**src/rtl/rf_writeback_arbiter_pkg.sv**
```systemverilog
// Shared widths, write-entry layout and small helpers for the register file
// write-side arbiter. The xgriscv defines are guarded so a project-wide
// header that already defines them takes precedence.
`ifndef XGRISCV_DEFINES
`define XGRISCV_DEFINES
`define XLEN           32
`define RFIDX_WIDTH    5
`define RFREG_NUM      32
`define WB_ENTRY_WIDTH (`RFIDX_WIDTH+`XLEN)
`endif

package rf_writeback_arbiter_pkg;

    localparam int XLEN           = `XLEN;
    localparam int RFIDX_WIDTH    = `RFIDX_WIDTH;
    localparam int RFREG_NUM      = `RFREG_NUM;
    localparam int WB_ENTRY_WIDTH = `WB_ENTRY_WIDTH;

    // One pending register-file write: destination index plus result.
    typedef struct packed {
        logic [RFIDX_WIDTH-1:0] rd;
        logic [XLEN-1:0]        data;
    } wb_entry_t;

    // Which source owns the write port in a given cycle.
    typedef enum logic [1:0] {
        SRC_NONE = 2'd0,
        SRC_PIPE = 2'd1,
        SRC_FIFO = 2'd2
    } wb_src_e;

    // x0 is hard-wired to zero, so a write to it is swallowed.
    function automatic logic isRealWrite(input logic [RFIDX_WIDTH-1:0] rd);
        return rd != '0;
    endfunction

endpackage

```
**src/rtl/rf_writeback_arbiter_wb_fifo.sv**
```systemverilog
// Small first-in first-out buffer holding multi-cycle unit results until
// they win the register file write port. Pointers wrap modulo DEPTH.
module wb_fifo
    import rf_writeback_arbiter_pkg::*;
#(
    parameter int DEPTH = 4
) (
    input  logic      clk,
    input  logic      rstn,
    input  logic      i_push,
    input  wb_entry_t i_pushEntry,
    input  logic      i_pop,
    output logic      o_full,
    output logic      o_empty,
    output wb_entry_t o_head
);

    localparam int PTR_W = $clog2(DEPTH);
    localparam int CNT_W = PTR_W + 1;

    logic [WB_ENTRY_WIDTH-1:0] r_mem [DEPTH];
    logic [PTR_W-1:0]          r_wrPtr;
    logic [PTR_W-1:0]          r_rdPtr;
    logic [CNT_W-1:0]          r_count;
    logic                      w_doPush;
    logic                      w_doPop;

    assign o_full   = (r_count == CNT_W'(DEPTH));
    assign o_empty  = (r_count == '0);
    assign o_head   = wb_entry_t'(r_mem[r_rdPtr]);
    assign w_doPush = i_push && !o_full;
    assign w_doPop  = i_pop && !o_empty;

    // Advance pointers and track occupancy; simultaneous push and pop keep the count.
    always_ff @(posedge clk or negedge rstn) begin
        if (!rstn) begin
            r_wrPtr <= '0;
            r_rdPtr <= '0;
            r_count <= '0;
        end else begin
            if (w_doPush) r_wrPtr <= r_wrPtr + PTR_W'(1);
            if (w_doPop)  r_rdPtr <= r_rdPtr + PTR_W'(1);
            if (w_doPush && !w_doPop)      r_count <= r_count + CNT_W'(1);
            else if (w_doPop && !w_doPush) r_count <= r_count - CNT_W'(1);
        end
    end

    // Entry storage needs no reset; occupancy alone decides what is valid.
    always_ff @(posedge clk) begin
        if (w_doPush) r_mem[r_wrPtr] <= WB_ENTRY_WIDTH'(i_pushEntry);
    end

endmodule

```
**src/rtl/rf_writeback_arbiter.sv**
```systemverilog
// Register file write-side front end: merges in-order pipeline writebacks
// with buffered multi-cycle results (one write per cycle), prevents the
// buffer from starving, and tracks registers awaiting a multi-cycle write.
module rf_writeback_arbiter
    import rf_writeback_arbiter_pkg::*;
#(
    parameter int DEPTH      = 4,
    parameter int STARVE_MAX = 3
) (
    input  logic                   clk,
    input  logic                   rstn,
    input  logic                   pipe_valid,
    input  logic [RFIDX_WIDTH-1:0] pipe_rd,
    input  logic [XLEN-1:0]        pipe_data,
    output logic                   pipe_stall,
    input  logic                   mc_valid,
    output logic                   mc_ready,
    input  logic [RFIDX_WIDTH-1:0] mc_rd,
    input  logic [XLEN-1:0]        mc_data,
    input  logic                   iss_valid,
    input  logic [RFIDX_WIDTH-1:0] iss_rd,
    input  logic [RFIDX_WIDTH-1:0] chk_ra1,
    input  logic [RFIDX_WIDTH-1:0] chk_ra2,
    output logic                   busy1,
    output logic                   busy2,
    output logic                   we3,
    output logic [RFIDX_WIDTH-1:0] wa3,
    output logic [XLEN-1:0]        wd3
);

    localparam int STARVE_W = $clog2(STARVE_MAX + 1);

    wb_entry_t              w_mcEntry;
    wb_entry_t              w_head;
    wb_entry_t              w_winner;
    wb_src_e                w_src;
    logic                   w_full;
    logic                   w_empty;
    logic                   w_push;
    logic                   w_pop;
    logic                   w_wbFire;
    logic [STARVE_W-1:0]    r_starveCnt;
    logic [RFREG_NUM-1:0]   r_pending;
    logic [RFREG_NUM-1:0]   w_pendingNext;
    logic                   r_we3;
    logic [RFIDX_WIDTH-1:0] r_wa3;
    logic [XLEN-1:0]        r_wd3;

    assign w_mcEntry  = '{rd: mc_rd, data: mc_data};
    assign mc_ready   = rstn && !w_full;
    assign w_push     = mc_valid && mc_ready;
    assign pipe_stall = (r_starveCnt == STARVE_W'(STARVE_MAX)) && !w_empty;

    wb_fifo #(
        .DEPTH(DEPTH)
    ) u_fifo (
        .clk        (clk),
        .rstn       (rstn),
        .i_push     (w_push),
        .i_pushEntry(w_mcEntry),
        .i_pop      (w_pop),
        .o_full     (w_full),
        .o_empty    (w_empty),
        .o_head     (w_head)
    );

    // Pick this cycle's write: pipeline first unless it is being held off for the buffer.
    always_comb begin
        w_src    = SRC_NONE;
        w_winner = w_head;
        if (pipe_valid && !pipe_stall) begin
            w_src    = SRC_PIPE;
            w_winner = '{rd: pipe_rd, data: pipe_data};
        end else if (!w_empty) begin
            w_src = SRC_FIFO;
        end
    end

    assign w_pop    = (w_src == SRC_FIFO);
    assign w_wbFire = (w_src != SRC_NONE) && isRealWrite(w_winner.rd);

    // Register the write port; address and data hold when nothing real is written.
    always_ff @(posedge clk or negedge rstn) begin
        if (!rstn) begin
            r_we3 <= 1'b0;
            r_wa3 <= '0;
            r_wd3 <= '0;
        end else begin
            r_we3 <= w_wbFire;
            if (w_wbFire) begin
                r_wa3 <= w_winner.rd;
                r_wd3 <= w_winner.data;
            end
        end
    end

    assign we3 = r_we3;
    assign wa3 = r_wa3;
    assign wd3 = r_wd3;

    // Count cycles a waiting buffer loses to the pipeline, saturating at the limit.
    always_ff @(posedge clk or negedge rstn) begin
        if (!rstn) begin
            r_starveCnt <= '0;
        end else if (w_empty || w_pop) begin
            r_starveCnt <= '0;
        end else if (r_starveCnt != STARVE_W'(STARVE_MAX)) begin
            r_starveCnt <= r_starveCnt + STARVE_W'(1);
        end
    end

    // Next pending set: a popped entry clears its register, a new issue sets it and wins.
    always_comb begin
        w_pendingNext = r_pending;
        if (w_pop && isRealWrite(w_head.rd)) w_pendingNext[w_head.rd] = 1'b0;
        if (iss_valid && isRealWrite(iss_rd)) w_pendingNext[iss_rd] = 1'b1;
    end

    // Hold the pending-write scoreboard.
    always_ff @(posedge clk or negedge rstn) begin
        if (!rstn) r_pending <= '0;
        else       r_pending <= w_pendingNext;
    end

    assign busy1 = r_pending[chk_ra1] && isRealWrite(chk_ra1);
    assign busy2 = r_pending[chk_ra2] && isRealWrite(chk_ra2);

endmodule

```
**config.mk**
```make
export PLATFORM = sky130hd
export DESIGN_NAME = rf_writeback_arbiter
export DESIGN_NICKNAME = d
export VERILOG_FILES = /design/src/rtl/rf_writeback_arbiter_pkg.sv /design/src/rtl/rf_writeback_arbiter_wb_fifo.sv /design/src/rtl/rf_writeback_arbiter.sv
export SDC_FILE = /design/constraint.sdc
export NUM_CORES = 1
export LEC_CHECK = 0
export CELL_PAD_IN_SITES_DETAIL_PLACEMENT = 2
export CELL_PAD_IN_SITES_GLOBAL_PLACEMENT = 2
export CORE_MARGIN = 1.5
export CORE_UTILIZATION = 37
export CTS_CLUSTER_DIAMETER = 80
export DETAILED_ROUTE_END_ITERATION = 12
export PLACE_DENSITY_LB_ADDON = 0.1
export SYNTH_ARGS = -nofsm -noshare
export SYNTH_HDL_FRONTEND = slang
export SYNTH_SLANG_ARGS = --single-unit
```
**constraint.sdc**
```tcl
create_clock -name clk -period 2.4 [get_ports clk]
set_input_delay 0.24 -clock clk [delete_from_list [all_inputs] [get_ports clk]]
set_output_delay 0.24 -clock clk [all_outputs]
set_load 0.05 [all_outputs]
```
## Yosys cells after proc, flatten, opt, wreduce, memory -nomap -nowiden

Memories as Yosys holds them, arrays and structs flattened.
Cells that the tools add are included.

| word-level totals | value |
|---|---|
| register bits after elaboration | 79 |
| memory bits (writable) | 148 |
| output and inout port bits | 42 |
| logic and storage cells | 76 |
| memories | 1 |

Memory list:

| name | words | bits a word | read ports | clocked after Yosys merged registers in | write ports | RTL line | text |
|---|---|---|---|---|---|---|---|
| u_fifo.r_mem | 4 | 37 | 1 | 0 | 1 | rf_writeback_arbiter_wb_fifo.sv:21 | `logic [WB_ENTRY_WIDTH-1:0] r_mem [DEPTH];` |

| cells by class | value |
|---|---|
| add/subtract/negate cells | 5 |
| magnitude comparators | 6 |
| equal/unequal tests | 4 |
| mux-type cells | 19 |
| bitwise logic cells | 3 |
| reductions and logical operators | 30 |

Operators with widths:

| operator | count |
|---|---|
| $mux 32 | 2 |
| $mux 37 | 1 |
| $and 32x32->32 | 1 |
| $not 32->32 | 1 |
| $or 32x32->32 | 1 |
| $reduce_bool 5->1 | 5 |
| $lt 5x6->1 const B | 4 |
| $logic_and 1x1->1 | 15 |
| $bmux 1 s5 | 2 |
| $demux 1 s5 | 2 |
| $ge 5x1->1 const B | 2 |
| $mux 2 | 4 |
| $add 2x1->2 const B | 3 |
| $mux 1 | 6 |
| $mux 3 | 2 |
| $reduce_bool 2->1 | 3 |
| $logic_not 1->1 | 5 |
| $eq 2x2->1 const B | 2 |
| $add 3x1->3 const B | 1 |
| $eq 3x3->1 const B | 1 |
| $logic_not 3->1 | 1 |
| $sub 3x1->3 const B | 1 |
| $ne 2x2->1 const B | 1 |
| $logic_or 1x1->1 | 1 |

## Depth between registers and ports, before layout

Gate-level depths: netlist of run 1.

| depth | value |
|---|---|
| depth after elaboration | 11 |
| gate-level depth with buffers | 10 |

## Hierarchy

Synthesis of run 1 repeated with hierarchy kept, for this count alone.

| unflattened totals | value |
|---|---|
| cell total of the unflattened synthesis | 624 |
| area total of the unflattened synthesis | 10008.3 um2 |

Modules (own cells, without submodules):

| module | times used | cells each | area an instance (um2) | seq. area each (um2) |
|---|---|---|---|---|
| wb_fifo | 1 | 229 | 5749.3 | 4619.4 |
| rf_writeback_arbiter | 1 | 395 | 4259.1 | 1776.7 |

## Worst setup path before layout of run 1

No wires, ideal clock.

| timing | value |
|---|---|
| kind | register -> register |
| start point | register u_fifo.r_count[0] |
| end point | memory u_fifo.r_mem[0][0] in the netlist's numbering, enable pin |
| library setup time | 398 ps |
| data arrival time | 2974 ps |
| required time | 2002 ps |
| slack | -972 ps |
| stages on the path, launching flop included | 4 |
| buffers on the path | 0 |
| period minus slack after synthesis | 3372 ps |
| cell sequence | dfrtp_1 > nor2_1 > a21boi_0 > and3_1 |

| between the ends | value |
|---|---|
| longest elaborated chain between the ends | 7 |

Ends and longest elaborated chain:

| item | RTL line | text |
|---|---|---|
| start, declared | rf_writeback_arbiter_wb_fifo.sv:24 | `logic [CNT_W-1:0] r_count;` |
| start signal, assigned | rf_writeback_arbiter_wb_fifo.sv:43 | `if (w_doPush && !w_doPop) r_count <= r_count + CNT_W'(1);` |
| start signal, assigned | rf_writeback_arbiter_wb_fifo.sv:44 | `else if (w_doPop && !w_doPush) r_count <= r_count - CNT_W'(1);` |
| $eq 3x3->1 | rf_writeback_arbiter_wb_fifo.sv:28 | `assign o_full = (r_count == CNT_W'(DEPTH));` |
| $logic_not 1->1 | rf_writeback_arbiter.sv:50 | `assign mc_ready = rstn && !w_full;` |
| $logic_and 1x1->1 | rf_writeback_arbiter.sv:50 |  |
| net mc_ready | rf_writeback_arbiter.sv:17 | `output logic mc_ready,` |
| $logic_and 1x1->1 | rf_writeback_arbiter.sv:51 | `assign w_push = mc_valid && mc_ready;` |
| $logic_and 1x1->1 | rf_writeback_arbiter_wb_fifo.sv:31 | `assign w_doPush = i_push && !o_full;` |
| $mux 1 | rf_writeback_arbiter_wb_fifo.sv:50 | `if (w_doPush) r_mem[r_wrPtr] <= WB_ENTRY_WIDTH'(i_pushEntry);` |
| $mux 1 (implied by the code) | rf_writeback_arbiter_wb_fifo.sv:50 |  |
| end, declared | rf_writeback_arbiter_wb_fifo.sv:21 |  |

The timed path passes the listed nets, and every way through them passes these cells.

## Final worst setup path of run 1

| timing | value |
|---|---|
| start point | register r_pending[15] |
| end point | output busy2 |

| between the ends | value |
|---|---|
| longest elaborated chain between the ends | 3 |

Ends and longest elaborated chain:

| item | RTL line | text |
|---|---|---|
| start, declared | rf_writeback_arbiter.sv:43 | `logic [RFREG_NUM-1:0] r_pending;` |
| start signal, assigned | rf_writeback_arbiter.sv:122 | `else r_pending <= w_pendingNext;` |
| $bmux 1 s5 | rf_writeback_arbiter.sv:126 | `assign busy2 = r_pending[chk_ra2] && isRealWrite(chk_ra2);` |
| $mux 1 (implied by the code) | rf_writeback_arbiter.sv:126 |  |
| $logic_and 1x1->1 | rf_writeback_arbiter.sv:126 |  |
| end, declared | rf_writeback_arbiter.sv:25 | `output logic busy2,` |

Every way passes these cells. The select of a mux whose other input is x is not followed.

==> results of run 1 <==
-- worst min path at each step --
| stage | from | end |
|---|---|---|
| 6_report | mc_data[0] | u_fifo.r_mem[1][0]$_DFFE_PP_ |
| 5_1_grt | mc_data[31] | u_fifo.r_mem[0][31]$_DFFE_PP_ |
| 2_1_floorplan | rstn | r_pending[10]$_DFF_PN0_ |
| 3_5_place_dp | rstn | r_pending[7]$_DFF_PN0_ |
| 3_3_place_gp | rstn | r_pending[5]$_DFF_PN0_ |
| 4_1_cts | mc_data[1] | u_fifo.r_mem[0][1]$_DFFE_PP_ |
-- stage by stage --
stage | area, um2 | TNS, ns
finish | 12700 | -0.419
CTS | 12600 | -0.407
global route | 12700 | -2.53
detailed placement | 11700 | -0.379
floorplan | 9670 | 0
global placement | 11700 | -0.337
-- what timing repair did --
item,in CTS,in global routing
hold endpoints to repair,38,0
setup buffers,0,2
endpoints found under the setup margin,3,39
resized for setup,6,3
hold buffers,1,0
gates cloned,0,3
-- cell type report --
type	instances	share of cell area, %
timing repair buffer	176	14.4
inverter	7	0.207
tap	330	3.25
clock inverter	13	1.42
clock buffer	35	5.54
multi-input combinational	278	24.8
sequential	226	50.4
-- routing by layer --
| layer | track usage (%) | vias to the layer above |
|---|---|---|
| li1 | - | 2479 |
| met1 | 24.7 | 2989 |
| met2 | 34.1 | 158 |
| met3 | 3.34 | 41 |
| met4 | 5.20 | 0 |
| met5 | 0 | - |
-- registers in the layout (all words and copies together) (netlist names) --
register        flops
r_starveCnt         2
u_fifo.r_count      3
we3                 1
u_fifo.r_wrPtr      2
u_fifo.r_rdPtr      2
wa3                 5
u_fifo.r_mem      148
r_pending          31
wd3                32
-- power breakdown --
| part | internal, uW | switching, uW | total [uW] |
|---|---|---|---|
| clock | 2490 | 1580 | 4080 |
| combinational | 2750 | 3160 | 5910 |
| sequential | 5090 | 624 | 5710 |
| total | 10300 | 5370 | 15700 |
-- cells in the mapped netlist, drive strengths merged (3+ instances only) --
cell	count	area, um2
a21o	3	22.5
and3	4	25.0
buf	10	70.1
clkbuf	11	41.3
dfrtp	78	1950
edfxtp	148	4440
ha	6	75.1
inv	7	26.3
mux2	77	976
mux4	55	1240
nand2	20	75.1
nand3	3	15.0
nand3b	7	52.6
nor2	8	30.0
nor2b	3	18.8
nor4	4	31.3
o21ai	60	312
or3b	3	26.3
xnor2	3	26.3
xor2	3	26.3
-- worst register-to-register path: stages, from the launching register on --
cell       delay [ns]
dfrtp_4          0.50
mux4_2           0.55
a211o_1          0.32
a22oi_4          0.21
o21ai_4          0.17
clkbuf_16        0.24
mux2_4           0.30
-- cells in the final DEF, fill, tap and decap left out, types with 4 or more instances in the layout --
master / n
buf_4: 28
and3_2: 4
nor2_1: 8
clkbuf_1: 7
clkinv_2: 4
o21ai_0: 59
mux4_2: 55
nand3b_1: 7
buf_12: 10
ha_1: 6
clkdlybuf4s50_1: 130
inv_1: 7
clkbuf_16: 28
mux2_2: 47
nand2_1: 19
edfxtp_1: 148
mux2_4: 30
bufinv_16: 4
dfrtp_1: 76
-- cell families (layout without fill, tap and decap cells) --
group | count (synthesis) | in the layout
DFF | 226 | 226
muxes | 133 | 133
AOI/OAI and AO/OA | 72 | 72
and+or+nand+nor | 60 | 60
buffers and inverters | 28 | 231
adders and majority gates | 7 | 7
xor gates and xnor gates | 6 | 6
==> results_dict.tcl, run 1 <==
set metrics [dict create \
    status "finished, violations left" \
    failed_checks "setup timing" \
    arrival_ns 2.35 \
    worstSetupEndpoint "busy2" \
    htree_levels 1 \
    antenna_left 0 \
    overflow 0 \
    drt-total-wl_um 25800 \
    synth.area.mux_share_pct 23.1 \
    cp_top_family "multiplexers" \
    synth_top_family_by_area "multiplexers" \
    drtIter0Drc 215 \
    route.met3.wl_um 1380 \
    synth_warnings 0 \
    regArea_um2 6400 \
    mappedNetlistNets 633 \
    layout_worst_path_cycle_share_pct 108 \
    antenna_found_initial 0 \
    hold_path_depth 1 \
    slowest_delay_ns 0.49 \
    setup_viol 9 \
    clock.fmax_mhz 386 \
    leakage_uw 0.00467 \
    via_count 5667 \
    place.gp.congestion 0.830 \
    r2r-end "wd3[29]$_DFFE_PN0P_" \
    path_buf_inv 1 \
    worstMarginPinSlew_ns 0.600 \
    path_max_fanout 3 \
    io_buffers 135 \
    dpl.hpwl_um 17300 \
    ir_drop_mv 0.649 \
    fp-row-count 58 \
    cts_buffers 26 \
    cp.depth 4 \
    syn_area_per_cell_um2 18.1 \
    ff2ff_setup_slack_ns -0.02 \
    synth_adder_area_share_pct 0.985 \
    drcViolationCount 0 \
    maxSlewHeadroom_pct 60.0 \
    highest_layer "met4" \
    crit_top_cell "mux4_2" \
    r2r_start "u_fifo.r_rdPtr[0]$_DFFE_PN0P_" \
    routed_via_density 5.32 \
    synth-seq-cells 226 \
    grt_pass1_vias 6479 \
    placed_cells 1011 \
    grt_max_degree 41 \
    io_pins 136 \
    cp-start-kind "flip-flop" \
    insertion_delay_ns 0.53 \
    critPathCaptureType "primary output" \
    critPathSlowestCell "mux4_2" \
    grtUsageTotal_pct 19.4 \
    die_h_um 165 \
    postSynth.asyncResetShare_pct 34.5 \
    areaGrowthSynthToFinish_pct 31.6 \
    ys_seq_area_share_pct 66.3 \
    n_fill_cell 2328 \
    skew_ns 0.0157 \
    synth_xor_area_share_pct 0.544 \
    path_class "reg2out" \
    wl_met1_um 10600 \
    final_util_pct 50.0 \
    cts_buffer_depth 3 \
    wl_per_cell_um 24.2 \
    dp_slack_ns -0.196 \
    min_period_ns 2.59 \
    first_pass_iters 4 \
    finalHoldViolations 0 \
    nNetsFinal 816 \
    synth_cells 532 \
    initial_core_util_pct 38.0 \
    insertedDiodeCount 0 \
    die_area_um2 27100 \
    cts.clk_slew.worst_paths_ns 0.06 \
    fin_ws_ns -0.192 \
    synth_compound_gate_area_share_pct 4.33 \
    cts.sinks 226 \
    pwr_density_cell_nw_per_um2 1240 \
    multi_input_area_um2 3150 \
    stdcell_count 1065 \
    cts_tree "done" \
    cts-root-buf "clkbuf_16" \
    crit_chain "mux4_2, mux4_2, mux2_2, buf_6" \
    synth_edf_count 148 \
    syn_area_um2 9650 \
    core_area_um2 25400 \
    whs_ns 0.343 \
    wl_met2_um 13300 \
    yosys.area_share.simple_pct 3.37 \
    chipWidth_um 165 \
    cp.required_ns 2.16 \
    grt_pass1_wl_um 39000 \
    p_total_uw 15700 \
    grt_setup_unrepaired "true" \
    drv_slew 0 \
    drv_cap 0 \
    synth_cell_type_count 42 \
    r2r_cells 6 \
    yosys_most_used_dff "edfxtp_1" \
    startpoint "r_pending[15]$_DFF_PN0_" \
    hp-class "in2reg" \
    drive_above_1_share_pct 31.4 \
]
Power figures use the tool's default switching activity.
==> inputs of run 2 (changes only) <==
==> constraint.sdc (replaced) <==
create_clock -name clk -period 2.4 [get_ports clk]
set_input_delay 0.6 -clock clk [delete_from_list [all_inputs] [get_ports clk]]
set_output_delay 0.6 -clock clk [all_outputs]
set_load 0.05 [all_outputs]
==> results_dict.tcl, run 2 (synthesis results as in run 1) <==
set metrics [dict create \
    hp-class "in2async" \
    core_area_um2 25400 \
    pwr_density_cell_nw_per_um2 1210 \
    layout_commonest_cell "edfxtp_1" \
    insertion_delay_ns 0.52 \
    initial_core_util_pct 38.0 \
    drv_slew 0 \
    drive_above_1_share_pct 33.2 \
    leakage_uw 0.00473 \
    grt_pass1_vias 6493 \
    htree_levels 1 \
    drv_cap 0 \
    first_pass_iters 4 \
    skew_ns 0.0106 \
    nNetsFinal 830 \
    grt_pass1_wl_um 38900 \
    failed_checks "setup timing" \
    pwr-share-seq_pct 37.0 \
    cts_tree "done" \
    cp.required_ns 1.80 \
    fin_ws_ns -0.542 \
    final_util_pct 50.3 \
    io_pins 136 \
    critPathCaptureType "primary output" \
    r2r_cells 6 \
    route.met3.wl_um 1320 \
    worstMarginPinSlew_ns 0.820 \
    drcViolationCount 0 \
    wl_met2_um 13300 \
    ff2ff_setup_slack_ns -0.02 \
    routed_via_density 5.25 \
    min_period_ns 2.94 \
    n_fill_cell 2303 \
    fp-row-count 58 \
    areaGrowthSynthToFinish_pct 32.4 \
    overflow 0 \
    cts_buffers 26 \
    path_class "reg2out" \
    clockPowerShare_pct 24.3 \
    cp-start-kind "flip-flop" \
    switching_power_uw 5320 \
    highest_layer "met5" \
    status "finished, violations left" \
    drtIter0Drc 225 \
    power.share.switching_pct 34.4 \
    final_cell_mix "edfxtp_1 (148), clkdlybuf4s50_1 (124), dfrtp_1 (74)" \
    drt-total-wl_um 25900 \
    p_total_uw 15500 \
    grt_setup_unrepaired "true" \
    ir_drop_mv 0.728 \
    layout_worst_path_cycle_share_pct 123 \
    grtUsageTotal_pct 19.4 \
    arrival_ns 2.34 \
    dpl.hpwl_um 17700 \
    hold_buffers 0 \
    antenna_left 0 \
    wl_per_cell_um 24.0 \
    io_buffers 135 \
    place.gp.congestion 0.807 \
    finalHoldViolations 0 \
    power_frac_comb_pct 38.7 \
    die_area_um2 27100 \
    chipWidth_um 165 \
    maxSlewHeadroom_pct 45.3 \
    grt_max_degree 57 \
    antenna_found_initial 1 \
    cts_buffer_depth 3 \
    wl_met1_um 10700 \
    clock.fmax_mhz 340 \
    insertedDiodeCount 0 \
    regMostFlops "u_fifo.r_mem" \
    die_h_um 165 \
    setup_viol 16 \
    largest_reg_flops 148 \
    cts.sinks 226 \
    cts-root-buf "clkbuf_16" \
    power.internal_uw 10100 \
    path_max_fanout 3 \
    cts.clk_slew.worst_paths_ns 0.06 \
    via_count 5664 \
]
run 2: changes by cell type in the layout (fill, tap and decap cells not counted), sizes merged, moves of 3 or more:
cell / delta
bufinv: -3
dlygate4sd2: +3
clkbuf: +3
buf: +17
clkdlybuf4s50: -6
run 2: final timing paths:
path                                                 endpoint                     startpoint
min in group clk                   r_starveCnt[0]$_DFFE_PN0P_     r_starveCnt[0]$_DFFE_PN0P_
worst min-delay path                       wa3[2]$_DFFE_PN0P_                           rstn
worst min register to register     r_starveCnt[0]$_DFFE_PN0P_     r_starveCnt[0]$_DFFE_PN0P_
max in group asynchronous       u_fifo.r_rdPtr[1]$_DFFE_PN0P_                           rstn
worst max register to register            wd3[16]$_DFFE_PN0P_  u_fifo.r_rdPtr[0]$_DFFE_PN0P_
worst max-delay path                                    busy1        r_pending[30]$_DFF_PN0_
run 2: layout make-up:
class / count / area, um2 / share of cell area [%]
flip-flops and latches: 226 / 6400 / 50.1
multi-input cells: 278 / 3160 / 24.7
repair buffers: 190 / 1960 / 15.3
clock buffers: 38 / 747 / 5.85
well taps: 330 / 413 / 3.23
clock inverters: 10 / 70.1 / 0.548
inverters: 7 / 26.3 / 0.206
run 2: routing by layer:
metal  vias to the layer above  global-route usage (%)
met1                      2991                    24.1
met4                         2                    4.83
li1                       2508                       -
met3                        39                    4.14
met2                       124                    34.4
met5                         -                       0
run 2: metrics by stage:
| stage | instances | instance area, um2 | TNS (ns) | hold slack [ns] | setup slack [ns] |
|---|---|---|---|---|---|
| after floorplan | 532 | 9720 | -0.463 | 0.304 | -0.231 |
| after global placement | 1022 | 11800 | -9.25 | 0.433 | -0.877 |
| after detailed placement | 1022 | 11800 | -9.95 | 0.445 | -0.909 |
| after CTS | 1074 | 12700 | -1.25 | 0.0858 | -0.565 |
| after global routing | 1079 | 12800 | -2.94 | 0.100 | -0.600 |
| final | 1079 | 12800 | -1.25 | 0.0891 | -0.542 |
run 2: power groups by stage:
stage	Combinational [uW]	Clock [uW]	Sequential [uW]
finish	5990	3760	5720
global route	6390	4000	5830
CTS	5980	3870	5720
detailed placement	5850	0	5770
global placement	5670	0	5700
floorplan	2860	0	6590
run 2: worst max-delay path, stage by stage (launching register included):
cell and delay, ns:
dfrtp_1 0.42, mux4_2 0.48, mux4_2 0.48, mux2_4 0.28
buf_8 0.15
run 2: what timing repair did:
item,in CTS,in global routing
gates resized for setup,18,11
setup endpoints to repair,10,41
gates cloned,2,2
pin swaps,0,3
endpoints found under the hold margin,0,0
setup buffers,2,3
==> inputs of run 3 (changes only) <==
Settings changed: CELL_PAD_IN_SITES_DETAIL_PLACEMENT 2 to 1, CELL_PAD_IN_SITES_GLOBAL_PLACEMENT 2 to 1, CORE_UTILIZATION 37 to 42.
==> results_dict.tcl, run 3 (synthesis results as in run 1) <==
set metrics [dict create \
    finalHoldViolations 0 \
    core_area_um2 22600 \
    status "finished, violations left" \
    clockPowerShare_pct 24.9 \
    chipWidth_um 155 \
    grt_max_degree 42 \
    power.share.switching_pct 34.3 \
    pwr_density_cell_nw_per_um2 1210 \
    drtIter0Drc 319 \
    fin_ws_ns -0.543 \
    wl_per_cell_um 23.5 \
    path_max_fanout 4 \
    cts_buffer_depth 3 \
    regMostFlops "u_fifo.r_mem" \
    drv_slew 0 \
    path_class "in2out" \
    io_pins 136 \
    r2r_cells 6 \
    r2r_start "u_fifo.r_rdPtr[0]$_DFFE_PN0P_" \
    fp-row-count 55 \
    grtUsageTotal_pct 20.8 \
    placed_cells 976 \
    areaGrowthSynthToFinish_pct 31.8 \
    cts.sinks 226 \
    routed_via_density 5.49 \
    startpoint "chk_ra1[0]" \
    die_area_um2 23900 \
    grt_pass1_wl_um 38000 \
    r2r-end "wd3[14]$_DFFE_PN0P_" \
    final_cell_mix "edfxtp_1 (148), clkdlybuf4s50_1 (124), dfrtp_1 (74)" \
    maxSlewHeadroom_pct 61.7 \
    insertion_delay_ns 0.53 \
    grt_setup_unrepaired "true" \
    cp.required_ns 1.80 \
    cts-root-buf "clkbuf_16" \
    power.internal_uw 10200 \
    overflow 0 \
    tns_ns -1.08 \
    stdcell_count 1031 \
    n_fill_cell 2061 \
    antenna_left 0 \
    p_total_uw 15500 \
    power_frac_comb_pct 38.1 \
    io_buffers 135 \
    hp-class "in2async" \
    ff2ff_setup_slack_ns 0.04 \
    min_period_ns 2.94 \
    grt_pass1_vias 6534 \
    dpl.hpwl_um 16200 \
    initial_core_util_pct 42.8 \
    layout_worst_path_cycle_share_pct 123 \
    critPathCaptureType "primary output" \
    failed_checks "setup timing" \
    clock.fmax_mhz 340 \
    antenna_found_initial 1 \
    switching_power_uw 5300 \
    arrival_ns 2.34 \
    pwr-share-seq_pct 37.0 \
    via_count 5665 \
    skew_ns 0.0240 \
    cts.clk_slew.worst_paths_ns 0.06 \
    layout_commonest_cell "edfxtp_1" \
    setup_viol 2 \
    cts_tree "done" \
    drcViolationCount 0 \
    drt-total-wl_um 24200 \
    leakage_uw 0.00472 \
    drive_above_1_share_pct 33.0 \
    place.gp.congestion 0.803 \
    drv_cap 0 \
    htree_levels 1 \
    cp-start-kind "primary input" \
    first_pass_iters 6 \
    cts_buffers 26 \
    worstMarginPinSlew_ns 0.575 \
    ir_drop_mv 0.671 \
    nNetsFinal 826 \
    die_h_um 155 \
    largest_reg_flops 148 \
]
-- run 3: worst max path at each step --
stage	end	slack, ns	depth (start not counted)
after floorplan	busy1	-0.23	4
after global placement	busy1	-0.88	6
after detailed placement	busy1	-0.95	6
after CTS	busy1	-0.55	4
after global routing	busy1	-0.59	4
final	busy1	-0.54	6
-- run 3: cell type report --
class,count,area (um2),share of cell area (%)
Inverter,7,26.3,0.206
Clock buffer,36,708,5.56
Tap cell,285,357,2.80
Sequential cell,226,6400,50.3
Antenna cell,1,2.50,0.0197
Timing Repair Buffer,186,1930,15.2
Multi-Input combinational cell,278,3160,24.8
Clock inverter,12,138,1.08
-- run 3: metrics by stage --
stage | instance area (um2) | hold slack [ns] | utilization, % | worst slack (ns)
final | 12700 | 0.161 | 56.4 | -0.543
after global routing | 12700 | 0.205 | 56.4 | -0.586
after CTS | 12700 | 0.189 | 56.1 | -0.555
after detailed placement | 11700 | 0.443 | 52.0 | -0.946
after global placement | 11700 | 0.432 | 52.0 | -0.885
after floorplan | 9720 | 0.304 | - | -0.231
-- run 3: worst max-delay path: stages --
cell	delay [ns]
buf_4	0.11
bufbuf_16	0.25
mux4_2	0.49
mux4_2	0.46
mux2_4	0.28
buf_8	0.15
-- run 3: routing by layer --
layer  up-vias  GRT usage [%]  wire length, um
li1       2500              -                -
met1      2973           25.9             9940
met2       158           37.5            12700
met3        34           3.67             1150
met4         0           5.04              484
met5         -              0                0
-- run 3: timing repair --
action / in CTS / in global routing
endpoints found under the hold margin: 0 / 0
hold buffers: 0 / 0
endpoints found under the setup margin: 3 / 34
resized for setup: 19 / 7
buffers inserted: 1 / 1
gates cloned: 2 / 2
-- run 3: power groups by stage --
stage / Clock [uW] / Combinational, uW / Sequential [uW]
2_1_floorplan: 0 / 2860 / 6590
3_3_place_gp: 0 / 5670 / 5670
3_5_place_dp: 0 / 5810 / 5760
4_1_cts: 3940 / 5920 / 5710
5_1_grt: 4110 / 6280 / 5820
6_report: 3850 / 5900 / 5720
